$ cat src/rtl/ps2_pkg.sv
// Shared PS/2 definitions: transmit FSM encoding, frame layout and parity helper.
package ps2_pkg;

  localparam int unsigned DATA_BITS         = 8;
  localparam int unsigned FRAME_BITS        = DATA_BITS + 2;
  localparam int unsigned START_HOLD_CYCLES = 25;

  typedef enum logic [2:0] {
    IDLE      = 3'd0,
    INHIBIT   = 3'd1,
    START     = 3'd2,
    SHIFT     = 3'd3,
    ACK       = 3'd4,
    WAIT_IDLE = 3'd5
  } ps2_state_e;

  // Bits after the start bit, LSB of data first on the wire.
  typedef struct packed {
    logic                 stop;
    logic                 parity;
    logic [DATA_BITS-1:0] data;
  } ps2_frame_t;

  // PS/2 uses odd parity: the parity bit makes the total count of ones odd.
  function automatic logic odd_parity(input logic [DATA_BITS-1:0] d);
    return ~^d;
  endfunction

  function automatic ps2_frame_t make_frame(input logic [DATA_BITS-1:0] d);
    ps2_frame_t f;
    f.stop   = 1'b1;
    f.parity = odd_parity(d);
    f.data   = d;
    return f;
  endfunction

endpackage

$ cat src/rtl/ps2_host_tx_if.sv
// Command-byte request/response handshake between a client and the PS/2 host transmitter.
interface ps2_host_tx_if;
  import ps2_pkg::*;

  logic [DATA_BITS-1:0] tx_data;
  logic                 tx_valid;
  logic                 tx_ready;
  logic                 tx_done;
  logic                 tx_error;

  modport master (
    output tx_data,
    output tx_valid,
    input  tx_ready,
    input  tx_done,
    input  tx_error
  );

  modport slave (
    input  tx_data,
    input  tx_valid,
    output tx_ready,
    output tx_done,
    output tx_error
  );

endinterface

$ cat src/rtl/ps2_line_filter.sv
// Two-flop synchronizer followed by a run-length filter for one PS/2 pad.
module ps2_line_filter #(
  parameter int unsigned FILTER_LEN = 8
) (
  input  logic clk25,
  input  logic rst_n,
  input  logic line_in,
  output logic line_out
);

  localparam int unsigned CNT_W = (FILTER_LEN > 1) ? $clog2(FILTER_LEN) : 1;

  logic [1:0]       sync_q;
  logic [CNT_W-1:0] run_q;
  logic             level_q;

  // Bring the asynchronous pad into the clk25 domain; idle level of the bus is high.
  always_ff @(posedge clk25) begin
    if (!rst_n) sync_q <= 2'b11;
    else        sync_q <= {sync_q[0], line_in};
  end

  // Accept a new level only after FILTER_LEN consecutive samples disagree with the current one.
  always_ff @(posedge clk25) begin
    if (!rst_n) begin
      level_q <= 1'b1;
      run_q   <= '0;
    end else if (sync_q[1] == level_q) begin
      run_q <= '0;
    end else if (run_q == CNT_W'(FILTER_LEN - 1)) begin
      level_q <= sync_q[1];
      run_q   <= '0;
    end else begin
      run_q <= run_q + CNT_W'(1);
    end
  end

  assign line_out = level_q;

endmodule

$ cat src/rtl/ps2_host_tx.sv
// PS/2 host-to-device transmitter: inhibit, request-to-send, clock out 8 data bits,
// parity and stop on device clock edges, then check the device ack.
module ps2_host_tx
  import ps2_pkg::*;
#(
  parameter int unsigned INHIBIT_CYCLES = 3000,
  parameter int unsigned START_TIMEOUT  = 375000,
  parameter int unsigned BIT_TIMEOUT    = 50000,
  parameter int unsigned FILTER_LEN     = 8
) (
  input  logic           clk25,
  input  logic           rst_n,
  ps2_host_tx_if.slave   tx,
  input  logic           ps2_clk_in,
  input  logic           ps2_data_in,
  output logic           ps2_clk_oe,
  output logic           ps2_data_oe
);

  localparam int unsigned MAX_AB = (START_TIMEOUT > BIT_TIMEOUT) ? START_TIMEOUT : BIT_TIMEOUT;
  localparam int unsigned MAX_AI = (MAX_AB > INHIBIT_CYCLES) ? MAX_AB : INHIBIT_CYCLES;
  localparam int unsigned MAX_T  = (MAX_AI > START_HOLD_CYCLES) ? MAX_AI : START_HOLD_CYCLES;
  localparam int unsigned CNT_W  = $clog2(MAX_T + 1);
  localparam int unsigned BIT_W  = 4;

  ps2_state_e            state_q, state_d;
  logic [CNT_W-1:0]      cnt_q, cnt_d;
  logic [BIT_W-1:0]      bit_q, bit_d;
  logic [FRAME_BITS-1:0] shift_q, shift_d;
  logic                  clk_oe_q, clk_oe_d;
  logic                  data_oe_q, data_oe_d;
  logic                  done_q, done_d;
  logic                  err_q, err_d;
  logic                  ready_q, ready_d;
  logic                  clk_prev_q;

  logic                  clk_f;
  logic                  data_f;
  logic                  fall_c;
  logic                  expired_c;

  ps2_line_filter #(.FILTER_LEN(FILTER_LEN)) u_clk_filter (
    .clk25    (clk25),
    .rst_n    (rst_n),
    .line_in  (ps2_clk_in),
    .line_out (clk_f)
  );

  ps2_line_filter #(.FILTER_LEN(FILTER_LEN)) u_data_filter (
    .clk25    (clk25),
    .rst_n    (rst_n),
    .line_in  (ps2_data_in),
    .line_out (data_f)
  );

  assign fall_c = clk_prev_q & ~clk_f;

  // The wait for the first device edge gets the long start budget; every later wait the bit budget.
  always_comb begin
    if (state_q == SHIFT && bit_q == BIT_W'(0)) expired_c = (cnt_q == CNT_W'(START_TIMEOUT - 1));
    else                                        expired_c = (cnt_q == CNT_W'(BIT_TIMEOUT - 1));
  end

  // Register the FSM state, counters and every output.
  always_ff @(posedge clk25) begin
    if (!rst_n) begin
      state_q    <= IDLE;
      cnt_q      <= '0;
      bit_q      <= '0;
      shift_q    <= '0;
      clk_oe_q   <= 1'b0;
      data_oe_q  <= 1'b0;
      done_q     <= 1'b0;
      err_q      <= 1'b0;
      ready_q    <= 1'b0;
      clk_prev_q <= 1'b1;
    end else begin
      state_q    <= state_d;
      cnt_q      <= cnt_d;
      bit_q      <= bit_d;
      shift_q    <= shift_d;
      clk_oe_q   <= clk_oe_d;
      data_oe_q  <= data_oe_d;
      done_q     <= done_d;
      err_q      <= err_d;
      ready_q    <= ready_d;
      clk_prev_q <= clk_f;
    end
  end

  // Next-state and next-output logic of the transmit sequence.
  always_comb begin
    state_d   = state_q;
    cnt_d     = cnt_q;
    bit_d     = bit_q;
    shift_d   = shift_q;
    clk_oe_d  = 1'b0;
    data_oe_d = data_oe_q;
    done_d    = 1'b0;
    err_d     = 1'b0;

    case (state_q)
      IDLE: begin
        data_oe_d = 1'b0;
        if (tx.tx_valid && ready_q) begin
          shift_d  = make_frame(tx.tx_data);
          cnt_d    = '0;
          clk_oe_d = 1'b1;
          state_d  = INHIBIT;
        end
      end

      INHIBIT: begin
        clk_oe_d  = 1'b1;
        data_oe_d = 1'b0;
        if (cnt_q == CNT_W'(INHIBIT_CYCLES - 1)) begin
          cnt_d     = '0;
          data_oe_d = 1'b1;
          state_d   = START;
        end else begin
          cnt_d = cnt_q + CNT_W'(1);
        end
      end

      START: begin
        clk_oe_d  = 1'b1;
        data_oe_d = 1'b1;
        if (cnt_q == CNT_W'(START_HOLD_CYCLES - 1)) begin
          cnt_d    = '0;
          bit_d    = '0;
          clk_oe_d = 1'b0;
          state_d  = SHIFT;
        end else begin
          cnt_d = cnt_q + CNT_W'(1);
        end
      end

      SHIFT: begin
        if (fall_c) begin
          data_oe_d = ~shift_q[0];
          shift_d   = {1'b0, shift_q[FRAME_BITS-1:1]};
          cnt_d     = '0;
          bit_d     = bit_q + BIT_W'(1);
          if (bit_q == BIT_W'(FRAME_BITS - 1)) state_d = ACK;
        end else if (expired_c) begin
          data_oe_d = 1'b0;
          err_d     = 1'b1;
          cnt_d     = '0;
          state_d   = IDLE;
        end else begin
          cnt_d = cnt_q + CNT_W'(1);
        end
      end

      ACK: begin
        if (fall_c) begin
          cnt_d = '0;
          if (!data_f) begin
            state_d = WAIT_IDLE;
          end else begin
            data_oe_d = 1'b0;
            err_d     = 1'b1;
            state_d   = IDLE;
          end
        end else if (expired_c) begin
          data_oe_d = 1'b0;
          err_d     = 1'b1;
          cnt_d     = '0;
          state_d   = IDLE;
        end else begin
          cnt_d = cnt_q + CNT_W'(1);
        end
      end

      WAIT_IDLE: begin
        if (clk_f && data_f) begin
          data_oe_d = 1'b0;
          done_d    = 1'b1;
          cnt_d     = '0;
          state_d   = IDLE;
        end else if (expired_c) begin
          data_oe_d = 1'b0;
          err_d     = 1'b1;
          cnt_d     = '0;
          state_d   = IDLE;
        end else begin
          cnt_d = cnt_q + CNT_W'(1);
        end
      end

      default: begin
        data_oe_d = 1'b0;
        cnt_d     = '0;
        state_d   = IDLE;
      end
    endcase

    // Hold off new requests during the completion pulse so acceptance lands strictly after it.
    ready_d = (state_d == IDLE) && !done_d && !err_d;
  end

  assign ps2_clk_oe  = clk_oe_q;
  assign ps2_data_oe = data_oe_q;
  assign tx.tx_ready = ready_q;
  assign tx.tx_done  = done_q;
  assign tx.tx_error = err_q;

endmodule

$ cat src/flat_wrapper.sv
// flat-port wrapper written by rule: the top's interface ports become plain ports
module ps2_host_tx_flat import ps2_pkg::*;
#(
  parameter int unsigned INHIBIT_CYCLES = 3000,
  parameter int unsigned START_TIMEOUT  = 375000,
  parameter int unsigned BIT_TIMEOUT    = 50000,
  parameter int unsigned FILTER_LEN     = 8
)
  (clk25, rst_n, ps2_clk_in, ps2_data_in, ps2_clk_oe, ps2_data_oe, tx_tx_data, tx_tx_valid, tx_tx_ready, tx_tx_done, tx_tx_error);
  ps2_host_tx_if tx_i ();
  input  logic clk25;
  input  logic rst_n;
  input  logic ps2_clk_in;
  input  logic ps2_data_in;
  output logic ps2_clk_oe;
  output logic ps2_data_oe;
  input wire logic [$bits(tx_i.tx_data)-1:0] tx_tx_data;
  input wire logic [$bits(tx_i.tx_valid)-1:0] tx_tx_valid;
  output wire logic [$bits(tx_i.tx_ready)-1:0] tx_tx_ready;
  output wire logic [$bits(tx_i.tx_done)-1:0] tx_tx_done;
  output wire logic [$bits(tx_i.tx_error)-1:0] tx_tx_error;
  assign tx_i.tx_data = tx_tx_data;
  assign tx_i.tx_valid = tx_tx_valid;
  assign tx_tx_ready = tx_i.tx_ready;
  assign tx_tx_done = tx_i.tx_done;
  assign tx_tx_error = tx_i.tx_error;
  ps2_host_tx #(.INHIBIT_CYCLES(INHIBIT_CYCLES), .START_TIMEOUT(START_TIMEOUT), .BIT_TIMEOUT(BIT_TIMEOUT), .FILTER_LEN(FILTER_LEN)) u_core (.clk25(clk25), .rst_n(rst_n), .tx(tx_i), .ps2_clk_in(ps2_clk_in), .ps2_data_in(ps2_data_in), .ps2_clk_oe(ps2_clk_oe), .ps2_data_oe(ps2_data_oe));
endmodule
$ cat config.mk
export PLATFORM = sky130hd
export DESIGN_NAME = ps2_host_tx_flat
export DESIGN_NICKNAME = d
export VERILOG_FILES = /design/src/rtl/ps2_pkg.sv /design/src/rtl/ps2_host_tx_if.sv /design/src/rtl/ps2_line_filter.sv /design/src/rtl/ps2_host_tx.sv /design/src/flat_wrapper.sv
export SDC_FILE = /design/constraint.sdc
export NUM_CORES = 1
export LEC_CHECK = 0
export BUFFER_PORTS_ARGS = -buffer_cell sky130_fd_sc_hd__buf_4
export CORE_MARGIN = 2
export CORE_UTILIZATION = 48
export DETAILED_ROUTE_END_ITERATION = 8
export PLACE_DENSITY = 0.69
export SYNTH_ARGS = -nofsm -noshare
export SYNTH_HDL_FRONTEND = slang
export SYNTH_SLANG_ARGS = --single-unit
$ cat constraint.sdc
create_clock -name clk25 -period 7 [get_ports clk25]
set_input_delay 1.05 -clock clk25 [delete_from_list [all_inputs] [get_ports clk25]]
set_output_delay 1.05 -clock clk25 [all_outputs]
set_load 0.1 [all_outputs]
==> results_dict.tcl <==
set metrics [dict create \
    synth_nets 391 \
    netlist.area_leader.share_pct 37.3 \
    setup_viol 0 \
    drtIter0Drc 153 \
    dp_hpwl_um 4320 \
    cts_setup_buffers 0 \
    slowest_delay_ns 0.69 \
    power_mw 0.572 \
    setup_tns_ns 0 \
    cts_tree "yes" \
    synth_seq_cells 54 \
    worst-path-max-fanout 16 \
    floorplan.rows 28 \
    place_inst 441 \
    cts_buffer_depth 2 \
    postPlaceCellArea_um2 3030 \
    drtAntennaViolNets 0 \
    via_count 2569 \
    drv_cap 0 \
    die_area_um2 6670 \
    synth_top_cells_by_count "nand2_1, dfxtp_1, nor2_1" \
    critPathSlowestCell "dfxtp_1" \
    synthCells 367 \
    io_buffers 17 \
    diodes 0 \
    clk_latency_ns 0.32 \
    synth-edff-count 0 \
    yosys-top-cells-area "dfxtp_1, nand2_1, nand3_1, ha_1, nor2_1" \
    ys_seq_area_share_pct 37.3 \
    grt_use_met2_pct 31.1 \
    drc_errors 0 \
    status "finished clean" \
    fmax_mhz 344 \
    crit_arrival_ns 3.10 \
    top_usage_layer "met2" \
    h-tree-depth 2 \
    place_congestion 0.840 \
    grt_max_degree 28 \
    period_minus_slack_ns 2.91 \
    leakagePower_nw 1.17 \
    synth.most_common_cell "nand2_1" \
    fin_cells 449 \
    cts_made_buffers 5 \
    hold_buffers 0 \
    cp-end-kind "flip-flop" \
    path_clk_slew_ns 0.10 \
    coreArea_um2 5890 \
    grt_use_met3_pct 4.84 \
    wl_um 6070 \
    drive_gt1_share_pct 9.63 \
    ir_drop_mv 0.127 \
    drt-pass1-iter-count 4 \
    ys_types 51 \
    ys_async_sr_fraction_pct 0 \
    die_h_um 81.7 \
    antenna_found_initial 0 \
    use_met1_pct 26.3 \
    synth_top_area_cell "dfxtp_1" \
    root_buffer "clkbuf_8" \
    nNetsFinal 397 \
    place_ws_ns 3.90 \
    fin_hold_ws_ns 0.412 \
    wl_per_cell_um 13.5 \
    overflow 0 \
    synth.avg_cell_area_um2 7.89 \
    slew_headroom_pct 49.5 \
    finish.instance_area_um2 3130 \
    cts_resized 0 \
    required_ns 7.19 \
    final_core_util_pct 53.2 \
    syn_area_um2 2900 \
    finClkSkew_ns 0.0153 \
    synth-main-ff-cell "dfxtp_1" \
    worstHoldPathType "reg -> reg" \
    fin_crit_sh_pct 41.5 \
    power_density_nw_per_um2 183 \
    grt_pass1_vias 2222 \
    synth_warnings 0 \
    setup_slack_ns 4.09 \
    final_hold_viol_count 0 \
    via_per_inst 5.72 \
    num_io_pins 18 \
    worst_pin_slew_ns 0.753 \
    areaGrowthSynthToFinish_pct 8.08 \
    crit_type "reg -> reg" \
    path_cells "nand3b_4 > or4b_1 > or4_4 > nand3_2 > a21o_2 > a2bb2oi_1 > a21oi_1" \
    critical_path.startpoint_type "flip-flop" \
    slew_violations 0 \
    cts_num_sinks 54 \
    grt_setup_unrepaired "no" \
    initial_utilization_pct 49.2 \
    die_w_um 81.7 \
    grtUsageTotal_pct 19.6 \
    grt_pass1_wl_um 10300 \
]
per-layer routing:
layer,part of all wire (%),routed length (um),vias up
met5,0,0,-
met4,1.0,63,0
met3,5.6,343,6
met2,44,2690,74
met1,49,2980,1181
li1,-,-,1308
final timing paths:
path	from	endpoint	slack [ns]	cells after the start
setup reg to reg	u_core.state_q[0]$_SDFF_PN0_	u_core.cnt_q[13]$_SDFFE_PN0P_	4.09	7
setup / recovery	u_core.state_q[0]$_SDFF_PN0_	u_core.cnt_q[13]$_SDFFE_PN0P_	4.09	7
hold reg to reg	u_core.u_clk_filter.sync_q[0]$_SDFF_PN1_	u_core.u_clk_filter.sync_q[1]$_SDFF_PN1_	0.41	1
hold / removal	u_core.u_clk_filter.sync_q[0]$_SDFF_PN1_	u_core.u_clk_filter.sync_q[1]$_SDFF_PN1_	0.41	1
cell families after synthesis:
logic type | Yosys count | synth area share (%)
and+or+nand+nor | 189 | 33.4
AOI/OAI and AO/OA | 68 | 15.1
DFF | 54 | 37.3
buffers and inverters | 29 | 4.41
xor gates and xnor gates | 13 | 3.93
adders and majority gates | 11 | 4.75
muxes | 3 | 1.04
registers in the layout, summed over array words and instances (netlist names):
register and flops:
u_core.u_clk_filter.run_q 3, u_core.bit_q 4, u_core.u_data_filter.run_q 3, u_core.tx.tx_ready 1, u_core.tx.tx_done 1, u_core.ps2_clk_oe 1
u_core.u_clk_filter.line_out 1, u_core.shift_q 10, u_core.clk_prev_q 1, u_core.ps2_data_oe 1, u_core.cnt_q 19, u_core.u_data_filter.sync_q 2
u_core.tx.tx_error 1, u_core.state_q 3, u_core.u_data_filter.line_out 1, u_core.u_clk_filter.sync_q 2
where the power goes:
group	switching (mW)	internal (mW)	leakage (nW)
registers	0.00678	0.316	0.438
clock network	0.106	0.0816	0.0478
logic	0.0386	0.0233	0.680
cells in the final DEF, fill, tap and decap left out, types with 3 or more instances in the layout:
master    count
and3_1        7
mux2i_1       3
nor2_1       31
a211oi_1      3
and2_1        9
nor4_1        5
a311oi_1      9
or3_1         8
dfxtp_1      54
ha_1         11
a21oi_1      19
buf_4        17
nand4b_1      3
nand2_1      58
nand4_1       4
inv_1        10
nand3_1      30
clkbuf_8      6
o21ai_0      18
nor3_1        9
xnor2_1      11
a31oi_1       3
nand2b_1      9
worst max-delay path: cells and delay by family, from the launching register on:
kind / cells / cell delay [ns]
AND/OR/NAND/NOR: 4 / 1.53
AO/OA/AOI/OAI: 3 / 0.55
flip-flops: 1 / 0.69
layout make-up:
cell class / instances / area (um2)
inverters: 11 / 41.3
fillers: 555 / 2760
flip-flops and latches: 54 / 1080
clock buffers: 6 / 82.6
clock inverters: 2 / 16.3
repair buffers: 17 / 128
well taps: 75 / 93.8
multi-input cells: 284 / 1690
Power figures use the tool's default switching activity.
